$ cat src/rtl/fb_port_arbiter.sv
// Two-requester arbiter in front of framebuffer port B: round-robin or fixed priority,
// with lock-based ownership for read-modify-write sequences and a saturating conflict counter.
module fb_port_arbiter #(
  parameter int unsigned FIXED_PRIO = 0
) (
  input  logic        clk,
  input  logic        rst_n,

  input  logic        req_0,
  input  logic [8:0]  addr_0,
  input  logic        wr_0,
  input  logic [15:0] wdata_0,
  input  logic        lock_0,
  output logic        gnt_0,
  output logic [15:0] rdata_0,
  output logic        rvalid_0,

  input  logic        req_1,
  input  logic [8:0]  addr_1,
  input  logic        wr_1,
  input  logic [15:0] wdata_1,
  input  logic        lock_1,
  output logic        gnt_1,
  output logic [15:0] rdata_1,
  output logic        rvalid_1,

  output logic [8:0]  buf_addr,
  output logic [15:0] buf_in,
  output logic        buf_enable,
  output logic        buf_write,
  input  logic [15:0] buf_out,

  output logic [15:0] conflicts
);

  typedef enum logic [1:0] {StFree, StOwn0, StOwn1} state_e;

  state_e      state_q, state_d;
  logic        last_q, last_d;      // last winner: 0 = requester 0, 1 = requester 1
  logic [1:0]  rd_pend_q, rd_pend_d;
  logic [15:0] rdata0_q, rdata0_d;
  logic [15:0] rdata1_q, rdata1_d;
  logic [15:0] conflicts_q, conflicts_d;

  logic own0, own1;
  logic arb_g0, arb_g1;

  // Ownership only holds while the owner keeps lock asserted; the dropping cycle arbitrates freely.
  always_comb begin
    own0 = 1'b0;
    own1 = 1'b0;
    unique case (state_q)
      StOwn0:  own0 = lock_0;
      StOwn1:  own1 = lock_1;
      default: ;
    endcase
  end

  // State register
  always_ff @(posedge clk or negedge rst_n) begin
    if (!rst_n) begin
      state_q <= StFree;
      last_q  <= 1'b1;
    end else begin
      state_q <= state_d;
      last_q  <= last_d;
    end
  end

  // Next-state logic
  always_comb begin
    state_d = state_q;
    if (!own0 && !own1) begin
      state_d = StFree;
      if (gnt_0 && lock_0) begin
        state_d = StOwn0;
      end else if (gnt_1 && lock_1) begin
        state_d = StOwn1;
      end
    end
    last_d = last_q;
    if (gnt_0) begin
      last_d = 1'b0;
    end else if (gnt_1) begin
      last_d = 1'b1;
    end
  end

  // Output logic: grant decision
  always_comb begin
    arb_g0 = 1'b0;
    arb_g1 = 1'b0;
    if (own0) begin
      arb_g0 = req_0;
    end else if (own1) begin
      arb_g1 = req_1;
    end else if (req_0 && req_1) begin
      if ((FIXED_PRIO != 0) || last_q) begin
        arb_g0 = 1'b1;
      end else begin
        arb_g1 = 1'b1;
      end
    end else begin
      arb_g0 = req_0;
      arb_g1 = req_1;
    end
    // No grants while reset is held, so nothing reaches the buffer.
    gnt_0 = arb_g0 & rst_n;
    gnt_1 = arb_g1 & rst_n;
  end

  // Framebuffer port B mux
  always_comb begin
    buf_addr   = '0;
    buf_in     = '0;
    buf_write  = 1'b0;
    buf_enable = gnt_0 | gnt_1;
    if (gnt_0) begin
      buf_addr  = addr_0;
      buf_in    = wdata_0;
      buf_write = wr_0;
    end else if (gnt_1) begin
      buf_addr  = addr_1;
      buf_in    = wdata_1;
      buf_write = wr_1;
    end
  end

  // Read return path: buffer data arrives one cycle after the granted read.
  always_comb begin
    rd_pend_d = {gnt_1 & ~wr_1, gnt_0 & ~wr_0};
    rdata0_d  = rd_pend_q[0] ? buf_out : rdata0_q;
    rdata1_d  = rd_pend_q[1] ? buf_out : rdata1_q;
    conflicts_d = conflicts_q;
    if (req_0 && req_1 && (conflicts_q != 16'hFFFF)) begin
      conflicts_d = conflicts_q + 16'd1;
    end
  end

  always_ff @(posedge clk or negedge rst_n) begin
    if (!rst_n) begin
      rd_pend_q   <= '0;
      rdata0_q    <= '0;
      rdata1_q    <= '0;
      conflicts_q <= '0;
    end else begin
      rd_pend_q   <= rd_pend_d;
      rdata0_q    <= rdata0_d;
      rdata1_q    <= rdata1_d;
      conflicts_q <= conflicts_d;
    end
  end

  assign rvalid_0  = rd_pend_q[0];
  assign rvalid_1  = rd_pend_q[1];
  assign rdata_0   = rdata0_d;
  assign rdata_1   = rdata1_d;
  assign conflicts = conflicts_q;

endmodule

$ cat config.mk
export PLATFORM = sky130hd
export DESIGN_NAME = fb_port_arbiter
export DESIGN_NICKNAME = d
export VERILOG_FILES = /design/src/rtl/fb_port_arbiter.sv
export SDC_FILE = /design/constraint.sdc
export NUM_CORES = 1
export LEC_CHECK = 0
export ABC_AREA = 1
export ABC_CLOCK_PERIOD_IN_PS = 1520
export BUFFER_PORTS_ARGS = -buffer_cell sky130_fd_sc_hd__buf_2
export CAP_MARGIN = 20
export CORE_MARGIN = 2
export CORE_UTILIZATION = 40
export DETAILED_ROUTE_END_ITERATION = 7
export MAX_ROUTING_LAYER = met4
export PLACE_DENSITY = 0.76
export SYNTH_ARGS = -nofsm -noshare
export SYNTH_HDL_FRONTEND = slang
export SYNTH_SLANG_ARGS = --single-unit
$ cat constraint.sdc
create_clock -name clk -period 1.52 [get_ports clk]
set_clock_uncertainty 0.1 [all_clocks]
set_input_delay 0 -clock clk [delete_from_list [all_inputs] [get_ports clk]]
set_output_delay 0 -clock clk [all_outputs]
set_load 0.03 [all_outputs]
* Yosys cells after proc, flatten, opt, wreduce, memory -nomap -nowiden
Cells that the tools add are included.
** Storage, ports and cells
- Register bits :: 53
- Output and inout bits :: 79
- Logic and storage cells :: 47
** Cells by class
- $add $sub $neg :: 1
- Equal/unequal tests :: 3
- Multiplexer cells :: 22
- Bitwise operators :: 7
- Reductions and logical operators :: 8
** Operators with widths (number)
- 16-bit 2-to-1 mux :: 4
- 9-bit 2-to-1 mux :: 2
- 16-bit by 1-bit adder with 16-bit output (second input constant) :: 1
- 16-bit inequality test (second input constant) :: 1
- 1-bit 2-to-1 mux :: 14
- 1-bit logical AND :: 5
- 1-bit AND :: 4
- 2-bit 2-to-1 mux :: 2
- 2-bit by 1-bit == test with 1-bit output (second input constant) :: 1
- 2-bit == test (second input constant) :: 1
- 1-bit logical NOT :: 2
- 1-bit NOT :: 2
- 2-bit nonzero test :: 1
- 1-bit OR :: 1

* Longest topological paths before layout
Gate-level depths: netlist (run 1).
- Depth in word-level cells :: 8
- Mapped depth :: 10

* Least setup slack after synthesis (run 1)
OpenSTA, ideal clock, no wires.
- Path type :: register -> register
- From :: register conflicts_q[0], in the netlist conflicts[0]
- To :: register conflicts_q[0], in the netlist conflicts[0]
- Library setup time :: 117 ps
- Data arrival time :: 1611 ps
- Data required time :: 1303 ps
- Setup slack :: -308 ps
- Cell stages (with the launch flop) :: 10
- Period minus slack after synthesis :: 1828 ps
- Cells stage by stage :: dfrtp_1 -> ha_1 -> nand3_2 -> inv_2 -> nand2_2 -> o21ai_4 -> inv_2 -> buf_6 -> nand2_1 -> nand2_1
** On the way
- Word-level cells in the longest chain between the ends :: 2
- Elaborated cells between the ends (all ways) :: 3
** Ends and longest elaborated chain
- start, declared :: line 43 : logic [15:0] conflicts_q, conflicts_d;
- start signal, assigned :: line 150 : conflicts_q <= conflicts_d;
- parallel branches: the longest is 2 deep, another holds 16-bit by 1-bit adder with 16-bit output
Parallel ways; which one is timed is not known.
A chain may end at the register's enable or synchronous reset.

* Worst setup path in the final report (run 1)
- From :: register state_q[0]
- To :: output buf_addr[8]
** On the way
- Word-level cells in the longest chain between the ends :: 7
- Elaborated cells between the ends (all ways) :: 12
** Ends and longest elaborated chain
- start, declared :: line 38 : state_e state_q, state_d;
- start signal, assigned :: line 62 : state_q <= StFree;
- start signal, assigned :: line 65 : state_q <= state_d;
- 2-bit == test :: line 52 : unique case (state_q)
- 1-bit 2-to-1 mux :: line 52
- 1-bit 2-to-1 mux :: line 95 : end else if (own1) begin
- 1-bit 2-to-1 mux :: line 93 : if (own0) begin
- 1-bit AND :: line 109 : gnt_1 = arb_g1 & rst_n;
- 9-bit 2-to-1 mux :: line 122 : end else if (gnt_1) begin
- 9-bit 2-to-1 mux * :: line 118 : if (gnt_0) begin
- end, declared :: line 27 : output logic [8:0] buf_addr,
Every way passes the cells marked *; elsewhere a longest branch is shown, timed or not.

==> results_dict.tcl, run 1 <==
set metrics [dict create \
    worst_ep_arrival_time_ns 1.70 \
    first_global_vias 2724 \
    dpl_cell_area_mm2 0.00368 \
    failed_checks "negative setup slack" \
    grt_start_max_net_pins 53 \
    routed_wl_um 10200 \
    syn_nets 401 \
    design.core.area_mm2 0.00672 \
    critPathCaptureType "output pin" \
    remaining_drc_errors 0 \
    critPathSlowestCell "sky130_fd_sc_hd__dfrtp_1" \
    path_common_cell "sky130_fd_sc_hd__nand2_2" \
    clkLatencyLatePin_ns 0.30 \
    fill_cells 431 \
    die_area_mm2 0.00752 \
    fin_cells 619 \
    placed_cells 560 \
    tritoncts "yes" \
    count_of_vias_placed_by_the_detailed_router 3108 \
    placement.io_buffers 152 \
    die_height_um 86.7 \
    core.rowCount 30 \
    hold_class "in2reg" \
    regArea_mm2 0.00135 \
    cts_bufs_inserted 5 \
    clock_sink_count 53 \
    synth_cells 326 \
    fin_nets 613 \
    worst_slew_pin_slew_ns 0.671 \
    critical_path.cell_chain "inv_2 > nor2_2 > nand2_2 > nand2_2 > nor2_4 > nand2_4 > clkinv_4 > clkbuf_16 > nand2_4 > nand2_2 > buf_6" \
    critPathLaunchType "flop" \
    maximum_vdd_ir_drop_v 0.000422 \
    die_width_um 86.7 \
    cp_max_fo 6 \
    gp_congestion 0.835 \
    multiInputGateArea_mm2 0.00151 \
    synth.avg_cell_area_um2 8.39 \
    first_pass_grt_wire_length_um 12600 \
    synth_cell_type_count 21 \
    total_leakage_power_nw 2.54 \
    startpoint_of_the_worst_setup_timing_path "state_q[0]$_DFFE_PN0P_" \
    cts_max_level 2 \
    fin_worst_hold_slack_ns 0.00700 \
    finalPower_mw 5.42 \
    drv_cap 0 \
    run_status "finished, violations left" \
    dp_hpwl_um 5620 \
    areaGrowthSynthToFinish_pct 82.9 \
    initial_core_util 0.407 \
    final_area_mm2 0.00500 \
    beginning_of_the_worst_hold_path "rst_n" \
    fraction_of_final_layout_cells_sized_beyond_drive_strength_1 0.590 \
    maxSlewHeadroom 0.553 \
    diodes 0 \
    ys_seq_area_frac 0.485 \
    crit_path_max_incr_delay_ns 0.39 \
    synth.ff_latch_count 53 \
    drt-wirelength-per-cell_um 16.4 \
    crit-reg2reg-launch "conflicts[1]$_DFFE_PN0P_" \
    grt_antenna_before_repair 0 \
    route.antenna.remaining_nets 0 \
    grt_util_all_layers 0.219 \
    core_util_final 0.745 \
    clk_root_buffer_cell "sky130_fd_sc_hd__clkbuf_8" \
    criticalPathCategory "reg2out" \
    drt-vias-per-instance 5.02 \
    post_synth_design_cell_area_mm2 0.00274 \
    global_route.overflow_total 0 \
    drt_first_iter_violations 109 \
    floorplan.io_pins 153 \
    setup_slack_ns -0.282 \
    power_density_mw_per_mm2 1080 \
    cts-root-to-sink-buffers 2 \
    clkSlewWorstSetupHoldPaths_ns 0.09 \
    yosys_warnings 0 \
    critical_path_buf_inv_count 4 \
    cp_data_required_time_ns 1.42 \
    fin_crit_ns 1.80 \
    detail_route.first_pass.iterations 6 \
    fmax_ghz 0.555 \
    rsz0062_at_grt "yes" \
    cp_top_family "simple AND/OR/NAND/NOR gates" \
    finalMaxSlewViolations 0 \
    finalHoldViolCount 0 \
    setup_slack_reg_to_reg_ns -0.09 \
    final.period_utilization 1.19 \
    setup-violations-final 58 \
]
[cell type report]
class,count,area share
Sequential cell,53,0.269
Timing Repair Buffer,215,0.368
Tap cell,80,0.0200
Clock inverter,2,0.00775
Clock buffer,6,0.0145
Multi-Input combinational cell,244,0.302
Inverter,18,0.0170
Timing Repair inverter,1,0.00100
[final timing paths]
check,endpoint,cells past startpoint
max in group asynchronous,rd_pend_q[0]$_DFF_PN0_,3
worst min register to register,rdata1_q[5]$_DFF_PN0_,1
worst min-delay path,last_q$_DFFE_PN1P_,5
min in group asynchronous,last_q$_DFFE_PN1P_,2
worst max register to register,conflicts[3]$_DFFE_PN0P_,9
worst max-delay path,buf_addr[8],11
[cell families (layout without fill, tap and decap cells)]
| kind of cell | count (synthesis) | in the layout | share of synthesized area |
|---|---|---|---|
| AND/OR/NAND/NOR | 198 | 198 | 0.292 |
| flip-flops | 53 | 53 | 0.485 |
| multiplexers | 32 | 32 | 0.132 |
| buffers and inverters | 29 | 242 | 0.0494 |
| XOR/XNOR | 7 | 7 | 0.0224 |
| AO/OA/AOI/OAI | 6 | 6 | 0.0151 |
| adder cells (fa/ha/maj) | 1 | 1 | 0.00457 |
[layer usage]
metal,up-vias,part of all wire,track usage
li1,1448,-,-
met2,146,0.53,0.367
met3,24,0.048,0.0333
met4,0,0.022,0.0682
met1,1490,0.40,0.272
met5,-,0,-
[synth_stat cells]
cell type                  number  area share
sky130_fd_sc_hd__inv_2          3      0.0041
sky130_fd_sc_hd__nand2_2        3      0.0069
sky130_fd_sc_hd__mux2_2        32        0.13
sky130_fd_sc_hd__clkbuf_1       2      0.0027
sky130_fd_sc_hd__nand2_1      155        0.21
sky130_fd_sc_hd__nand4_1        7       0.016
sky130_fd_sc_hd__buf_4          1      0.0027
sky130_fd_sc_hd__buf_6          2      0.0082
sky130_fd_sc_hd__o21ai_4        1      0.0059
sky130_fd_sc_hd__ha_1           1      0.0046
sky130_fd_sc_hd__nor2_4         1      0.0041
sky130_fd_sc_hd__buf_2          6       0.011
sky130_fd_sc_hd__nand3_1        9       0.016
sky130_fd_sc_hd__nor2_2         2      0.0046
sky130_fd_sc_hd__dfstp_2        1      0.0096
sky130_fd_sc_hd__xnor2_1        7       0.022
sky130_fd_sc_hd__nor2_1        20       0.027
sky130_fd_sc_hd__o21ai_0        5      0.0091
sky130_fd_sc_hd__inv_1         15       0.021
sky130_fd_sc_hd__nand3_2        1      0.0037
sky130_fd_sc_hd__dfrtp_1       52        0.48
[placed cells by master, fill, tap and decap left out, types with 9 or more instances in the layout]
cell,instances
sky130_fd_sc_hd__dfrtp_2,10
sky130_fd_sc_hd__buf_4,23
sky130_fd_sc_hd__mux2_2,29
sky130_fd_sc_hd__nand2_4,9
sky130_fd_sc_hd__dlygate4sd3_1,21
sky130_fd_sc_hd__nand2_2,42
sky130_fd_sc_hd__inv_1,13
sky130_fd_sc_hd__nor2_1,15
sky130_fd_sc_hd__nand2_1,107
sky130_fd_sc_hd__buf_6,67
sky130_fd_sc_hd__buf_2,91
sky130_fd_sc_hd__dfrtp_1,40
[report_power, final]
group	internal [mW]	total [mW]	leakage, nW	switching, mW
clock	0.495	0.968	0.0554	0.473
sequential	1.70	1.87	0.644	0.170
combinational	1.17	2.59	1.85	1.41
total	3.37	5.42	2.54	2.06
[what timing repair did]
| action | in CTS | in global routing |
|---|---|---|
| pin swaps | 2 | 22 |
| setup buffers | 9 | 13 |
| cloned | 0 | 8 |
| gates resized for setup | 87 | 166 |
| endpoints found under the hold margin | 90 | 54 |
| hold buffers | 19 | 2 |
| setup endpoints to repair | 62 | 75 |
[per-stage QoR]
step           worst slack [ns]  setup TNS (ns)
4_1_cts                  -0.252           -6.21
2_1_floorplan            -0.109           -1.12
3_5_place_dp             0.0152               0
3_3_place_gp             0.0586               0
6_report                 -0.282           -7.69
5_1_grt                  -0.346          -11.57
[registers in the layout (all words and copies together), names as in the netlist]
name,count
state_q,2
last_q,1
conflicts,16
rdata1_q,16
rd_pend_q,2
rdata0_q,16
[worst reg2reg max path, delay by kind of cell, from the launching register on]
kind | cells | cell delay, ns
DFF | 1 | 0.42
buffers and inverters | 3 | 0.36
AOI/OAI and AO/OA | 1 | 0.21
and+or+nand+nor | 4 | 0.28
adders and majority gates | 1 | 0.18
Note: power is estimated with default switching activity, not from simulation.
==> inputs of run 2 (changes only) <==
- CELL_PAD_IN_SITES_DETAIL_PLACEMENT: default -> 1
- CELL_PAD_IN_SITES_GLOBAL_PLACEMENT: default -> 2
- CORE_UTILIZATION: 40 -> 21
- CTS_BUF_LIST: default -> sky130_fd_sc_hd__clkbuf_16
- GPL_ROUTABILITY_DRIVEN: default -> 1
- PLACE_DENSITY: 0.76 -> default
- PLACE_DENSITY_LB_ADDON: default -> 0.1
==> results_dict.tcl, run 2 (synthesis results as in run 1) <==
set metrics [dict create \
    run_status "finished, violations left" \
    failed_checks "negative setup slack" \
    placed_cells 663 \
    power_switching_share 0.361 \
    cp_data_required_time_ns 1.42 \
    gp_congestion 0.707 \
    crit-reg2reg-launch "state_q[1]$_DFFE_PN0P_" \
    cts_max_level 2 \
    fin_worst_hold_slack_ns 0.0514 \
    dp_hpwl_um 7380 \
    die_area_mm2 0.0140 \
    maxSlewHeadroom 0.699 \
    tritoncts "yes" \
    critPathCaptureType "output pin" \
    clock_sink_count 53 \
    beginning_of_the_worst_hold_path "req_0" \
    die_height_um 118 \
    power_report.internal_total_mw 3.80 \
    drt_first_iter_violations 55 \
    power.share.sequential 0.313 \
    critPathLaunchType "flop" \
    diodes 0 \
    global_route.overflow_total 0 \
    placement.io_buffers 152 \
    fin_nets 637 \
    count_of_vias_placed_by_the_detailed_router 3070 \
    drt-vias-per-instance 4.18 \
    detail_route.first_pass.iterations 4 \
    core_util_final 0.430 \
    clkSlewWorstSetupHoldPaths_ns 0.07 \
    clkLatencyLatePin_ns 0.30 \
    route.antenna.remaining_nets 0 \
    power_density_mw_per_mm2 1090 \
    fmax_ghz 0.568 \
    fill_cells 1468 \
    fin_cells 735 \
    total_leakage_power_nw 2.76 \
    hold_class "in2reg" \
    grt_util_all_layers 0.148 \
    critical_path.cell_chain "nor2_2 > nand2_2 > nand2_2 > nor2_4 > nand2_2 > clkinv_4 > clkbuf_16 > nand2_2 > nand2_2 > buf_6" \
    commonest_non_fill_non_tap_cell_in_the_layout "sky130_fd_sc_hd__nand2_1" \
    criticalPathCategory "reg2out" \
    finalMaxSlewViolations 0 \
    final.period_utilization 1.16 \
    path_common_cell "sky130_fd_sc_hd__nand2_2" \
    crit_path_max_incr_delay_ns 0.41 \
    worst_ep_arrival_time_ns 1.66 \
    cts-root-to-sink-buffers 2 \
    critical_path_buf_inv_count 3 \
    worst_slew_pin_slew_ns 0.452 \
    design.core.area_mm2 0.0127 \
    grt_start_max_net_pins 34 \
    critPathSlowestCell "sky130_fd_sc_hd__dfrtp_1" \
    drt-wirelength-per-cell_um 15.9 \
    first_pass_grt_wire_length_um 16200 \
    core.rowCount 41 \
    clk_root_buffer_cell "sky130_fd_sc_hd__clkbuf_16" \
    finalHoldViolCount 0 \
    floorplan.io_pins 153 \
    clock_power_share 0.221 \
    final_area_mm2 0.00545 \
    combinationalPowerShare 0.466 \
    die_width_um 118 \
    cts_bufs_inserted 5 \
    dpl_cell_area_mm2 0.00392 \
    switchingPower_mw 2.15 \
    drv_cap 0 \
    fraction_of_final_layout_cells_sized_beyond_drive_strength_1 0.607 \
    setup-violations-final 51 \
    rsz0062_at_grt "yes" \
    maximum_vdd_ir_drop_v 0.000467 \
    routed_wl_um 11700 \
    areaGrowthSynthToFinish_pct 99.2 \
    setup_slack_ns -0.240 \
    startpoint_of_the_worst_setup_timing_path "state_q[1]$_DFFE_PN0P_" \
    final_cell_mix "104 x sky130_fd_sc_hd__nand2_1, 97 x sky130_fd_sc_hd__buf_2, 66 x sky130_fd_sc_hd__buf_6, 48 x sky130_fd_sc_hd__nand2_2, 43 x sky130_fd_sc_hd__dfrtp_1" \
    fin_crit_ns 1.76 \
    cp_max_fo 7 \
    initial_core_util 0.216 \
    timing.setup.tns_ns -6.98 \
    grt_antenna_before_repair 0 \
    cp_top_family "simple AND/OR/NAND/NOR gates" \
    remaining_drc_errors 0 \
    first_global_vias 3184 \
]
[run 2: cell count changes in the layout (fill, tap and decap cells not counted), sizes merged]
cell	change
buf	+21
clkbuf	+2
inv	+1
[run 2: what timing repair did]
| action | 4_1_cts | 5_1_grt |
|---|---|---|
| hold endpoints to repair | 88 | 0 |
| endpoints found under the setup margin | 31 | 71 |
| pin swaps | 2 | 21 |
| cloned | 1 | 9 |
| resized for setup | 76 | 183 |
| hold buffers | 21 | 0 |
| buffers inserted | 11 | 23 |
[run 2: final timing paths]
kind	slack (ns)	endpoint	cells after the start
max in group asynchronous	0.70	conflicts[5]$_DFFE_PN0P_	3
hold / removal	0.05	last_q$_DFFE_PN1P_	6
setup / recovery	-0.24	buf_in[10]	10
hold reg to reg	0.40	rdata1_q[15]$_DFF_PN0_	1
min in group asynchronous	0.20	state_q[0]$_DFFE_PN0P_	3
setup reg to reg	-0.24	state_q[0]$_DFFE_PN0P_	12
[run 2: per-layer routing]
metal  global-route usage  vias up  wire length, um
li1                     -     1489                -
met1                0.180     1479             4860
met2                0.255       95             6240
met3               0.0338        7              469
met4               0.0226        0               87
met5                    -        -                0
[run 2: layout make-up]
cell class	instances	area [um2]	area share
clock inverters	3	42.5	0.00780
clock buffers	5	125	0.0230
flip-flops and latches	53	1340	0.246
repair buffers	239	2060	0.377
repair inverters	1	8.76	0.00161
inverters	18	80.1	0.0147
well taps	172	215	0.0395
multi-input cells	244	1580	0.291
[run 2: metrics by stage]
stage	total power [mW]	setup slack, ns
floorplan	3.08	-0.109
global placement	3.71	-0.0182
detailed placement	3.76	-0.0244
CTS	5.30	-0.230
global route	6.25	-0.356
finish	5.95	-0.240
[run 2: power by group through the flow]
stage          Combinational [mW]  Sequential [mW]  Clock [mW]
2_1_floorplan                1.14             1.94           0
3_3_place_gp                 1.85             1.86           0
3_5_place_dp                 1.88             1.87           0
4_1_cts                      2.07             1.85        1.38
5_1_grt                      2.94             1.90        1.41
6_report                     2.77             1.86        1.32
[run 2: worst register-to-register path, delay by kind of cell (launching register included)]
kind	cells	cell delay [ns]
flip-flops	1	0.41
buffers and inverters	9	0.95
AND/OR/NAND/NOR	3	0.23
==> inputs of run 3 (changes only) <==
- PLACE_DENSITY: default -> 0.84
- PLACE_DENSITY_LB_ADDON: 0.1 -> default
==> results_dict.tcl, run 3 (synthesis results as in run 1) <==
set metrics [dict create \
    run_status "finished, violations left" \
    failed_checks "negative setup slack" \
    worst_ep_arrival_time_ns 1.66 \
    cts-root-to-sink-buffers 2 \
    cp_data_required_time_ns 1.42 \
    final_area_mm2 0.00530 \
    clock_power_share 0.200 \
    finalHoldViolCount 0 \
    switchingPower_mw 2.11 \
    crit-reg2reg-capture "state_q[0]$_DFFE_PN0P_" \
    combinationalPowerShare 0.471 \
    clk_root_buffer_cell "sky130_fd_sc_hd__clkbuf_16" \
    grt_start_max_net_pins 43 \
    rsz0062_at_grt "yes" \
    route.antenna.remaining_nets 0 \
    critPathCaptureType "output pin" \
    cts_bufs_inserted 5 \
    multiInputGateArea_mm2 0.00158 \
    dpl_cell_area_mm2 0.00387 \
    cp_max_fo 7 \
    critical_path.cell_chain "inv_2 > nor2_2 > nand2_2 > nand2_2 > nor2_4 > nand2_4 > clkinv_4 > buf_12 > nand2_2 > nand2_2 > buf_6" \
    setup-violations-final 43 \
    areaGrowthSynthToFinish_pct 93.8 \
    setup_slack_ns -0.243 \
    die_area_mm2 0.0140 \
    crit-reg2reg-launch "state_q[1]$_DFFE_PN0P_" \
    design.core.area_mm2 0.0127 \
    total_leakage_power_nw 2.63 \
    cts_max_level 2 \
    core.rowCount 41 \
    initial_core_util 0.216 \
    routed.top_layer "met4" \
    placement.io_buffers 152 \
    first_pass_grt_wire_length_um 16400 \
    crit_path_max_incr_delay_ns 0.37 \
    drt-vias-per-instance 4.31 \
    clkSlewWorstSetupHoldPaths_ns 0.07 \
    power_switching_share 0.375 \
    clkLatencyLatePin_ns 0.29 \
    dp_hpwl_um 7020 \
    path_common_cell "sky130_fd_sc_hd__nand2_2" \
    remaining_drc_errors 0 \
    clock_sink_count 53 \
    die_width_um 118 \
    worstHoldPathCells 6 \
    routed_wl_um 11000 \
    tritoncts "yes" \
    power_density_mw_per_mm2 1060 \
    placed_cells 660 \
    maximum_vdd_ir_drop_v 0.000368 \
    grt_util_all_layers 0.147 \
    preCtsSetupSlack_ns -0.00333 \
    grt_antenna_before_repair 0 \
    detail_route.first_pass.iterations 4 \
    criticalPathCategory "reg2out" \
    finalMaxSlewViolations 0 \
    beginning_of_the_worst_hold_path "req_0" \
    final.period_utilization 1.16 \
    floorplan.io_pins 153 \
    met3RoutedLength_um 357 \
    drt-wirelength-per-cell_um 15.1 \
    r2r.worst_path.cells 11 \
    fraction_of_final_layout_cells_sized_beyond_drive_strength_1 0.648 \
    core_util_final 0.419 \
    fin_cells 729 \
    worst_slew_pin_slew_ns 0.541 \
    maxSlewHeadroom 0.639 \
    fin_nets 631 \
    worst_min_delay_path_endpoint "rd_pend_q[0]$_DFF_PN0_" \
    critPathLaunchType "flop" \
    first_global_vias 3369 \
    fill_cells 1500 \
    finalPower_mw 5.63 \
    regArea_mm2 0.00135 \
    die_height_um 118 \
    diodes 0 \
    final_cell_mix "100 x sky130_fd_sc_hd__buf_2, 84 x sky130_fd_sc_hd__nand2_1, 66 x sky130_fd_sc_hd__nand2_2, 64 x sky130_fd_sc_hd__buf_6, 40 x sky130_fd_sc_hd__dfrtp_1" \
    power_report.internal_total_mw 3.52 \
    detail_route.wirelength.met1_um 4210 \
    fin_crit_ns 1.76 \
    commonest_non_fill_non_tap_cell_in_the_layout "sky130_fd_sc_hd__buf_2" \
    setup_slack_reg_to_reg_ns -0.17 \
    wl_met2_um 6250 \
    drt_first_iter_violations 93 \
    critPathSlowestCell "sky130_fd_sc_hd__dfrtp_1" \
    power.share.sequential 0.330 \
    count_of_vias_placed_by_the_detailed_router 3141 \
    global_route.overflow_total 0 \
    gp_congestion 0.773 \
    drv_cap 0 \
    fmax_ghz 0.567 \
    hold_class "in2reg" \
]
## run 3: through the flow
step | hold slack [ns] | TNS (ns)
final | 0.0971 | -7.02
after global routing | 0.145 | -11.44
after CTS | 0.0921 | -5.09
after detailed placement | -0.111 | -0.00863
after global placement | -0.115 | 0
after floorplan | -0.396 | -1.12
## run 3: how the worst max path moves through the flow
stage / end / depth (start not counted) / startpoint / slack (ns)
floorplan: conflicts[3]$_DFFE_PN0P_ / 9 / conflicts[0]$_DFFE_PN0P_ / -0.11
global placement: buf_addr[6] / 8 / last_q$_DFFE_PN1P_ / 0.01
detailed placement: conflicts[14]$_DFFE_PN0P_ / 8 / conflicts[0]$_DFFE_PN0P_ / -0.003
CTS: buf_write / 11 / state_q[0]$_DFFE_PN0P_ / -0.20
global route: buf_in[12] / 11 / state_q[0]$_DFFE_PN0P_ / -0.34
finish: buf_in[3] / 11 / state_q[0]$_DFFE_PN0P_ / -0.24
## run 3: power groups by stage
stage                     Clock [mW]  Sequential, mW  Combinational, mW
after floorplan                    0            1.94               1.14
after global placement             0            1.86               1.86
after detailed placement           0            1.88               1.90
after CTS                       1.16            1.84               2.24
after global routing            1.22            1.90               2.80
final                           1.12            1.86               2.65
## run 3: area by class of cell
| cell class | instances | area share |
|---|---|---|
| timing repair buffer | 233 | 0.364 |
| multi-input combinational | 244 | 0.297 |
| sequential | 53 | 0.254 |
| tap | 172 | 0.0406 |
| clock buffer | 5 | 0.0236 |
| inverter | 18 | 0.0160 |
| clock inverter | 3 | 0.00330 |
| timing repair inverter | 1 | 0.00118 |
## run 3: what timing repair did
item	4_1_cts	5_1_grt
setup buffers	16	17
resized for setup	102	150
endpoints found under the hold margin	89	0
setup endpoints to repair	57	67
hold buffers	21	0
gates cloned	2	6
pin swaps	3	32
## run 3: layer usage
metal | global-route usage | vias to the layer above
li1 | - | 1482
met1 | 0.167 | 1547
met2 | 0.271 | 100
met3 | 0.0183 | 12
met4 | 0.0414 | 0
met5 | - | -
## run 3: worst max-delay path: cells and delay by family (launching register included)
family / cells / cell delay, ns
simple gates: 7 / 0.56
flops: 1 / 0.37
buf+inv: 4 / 0.42
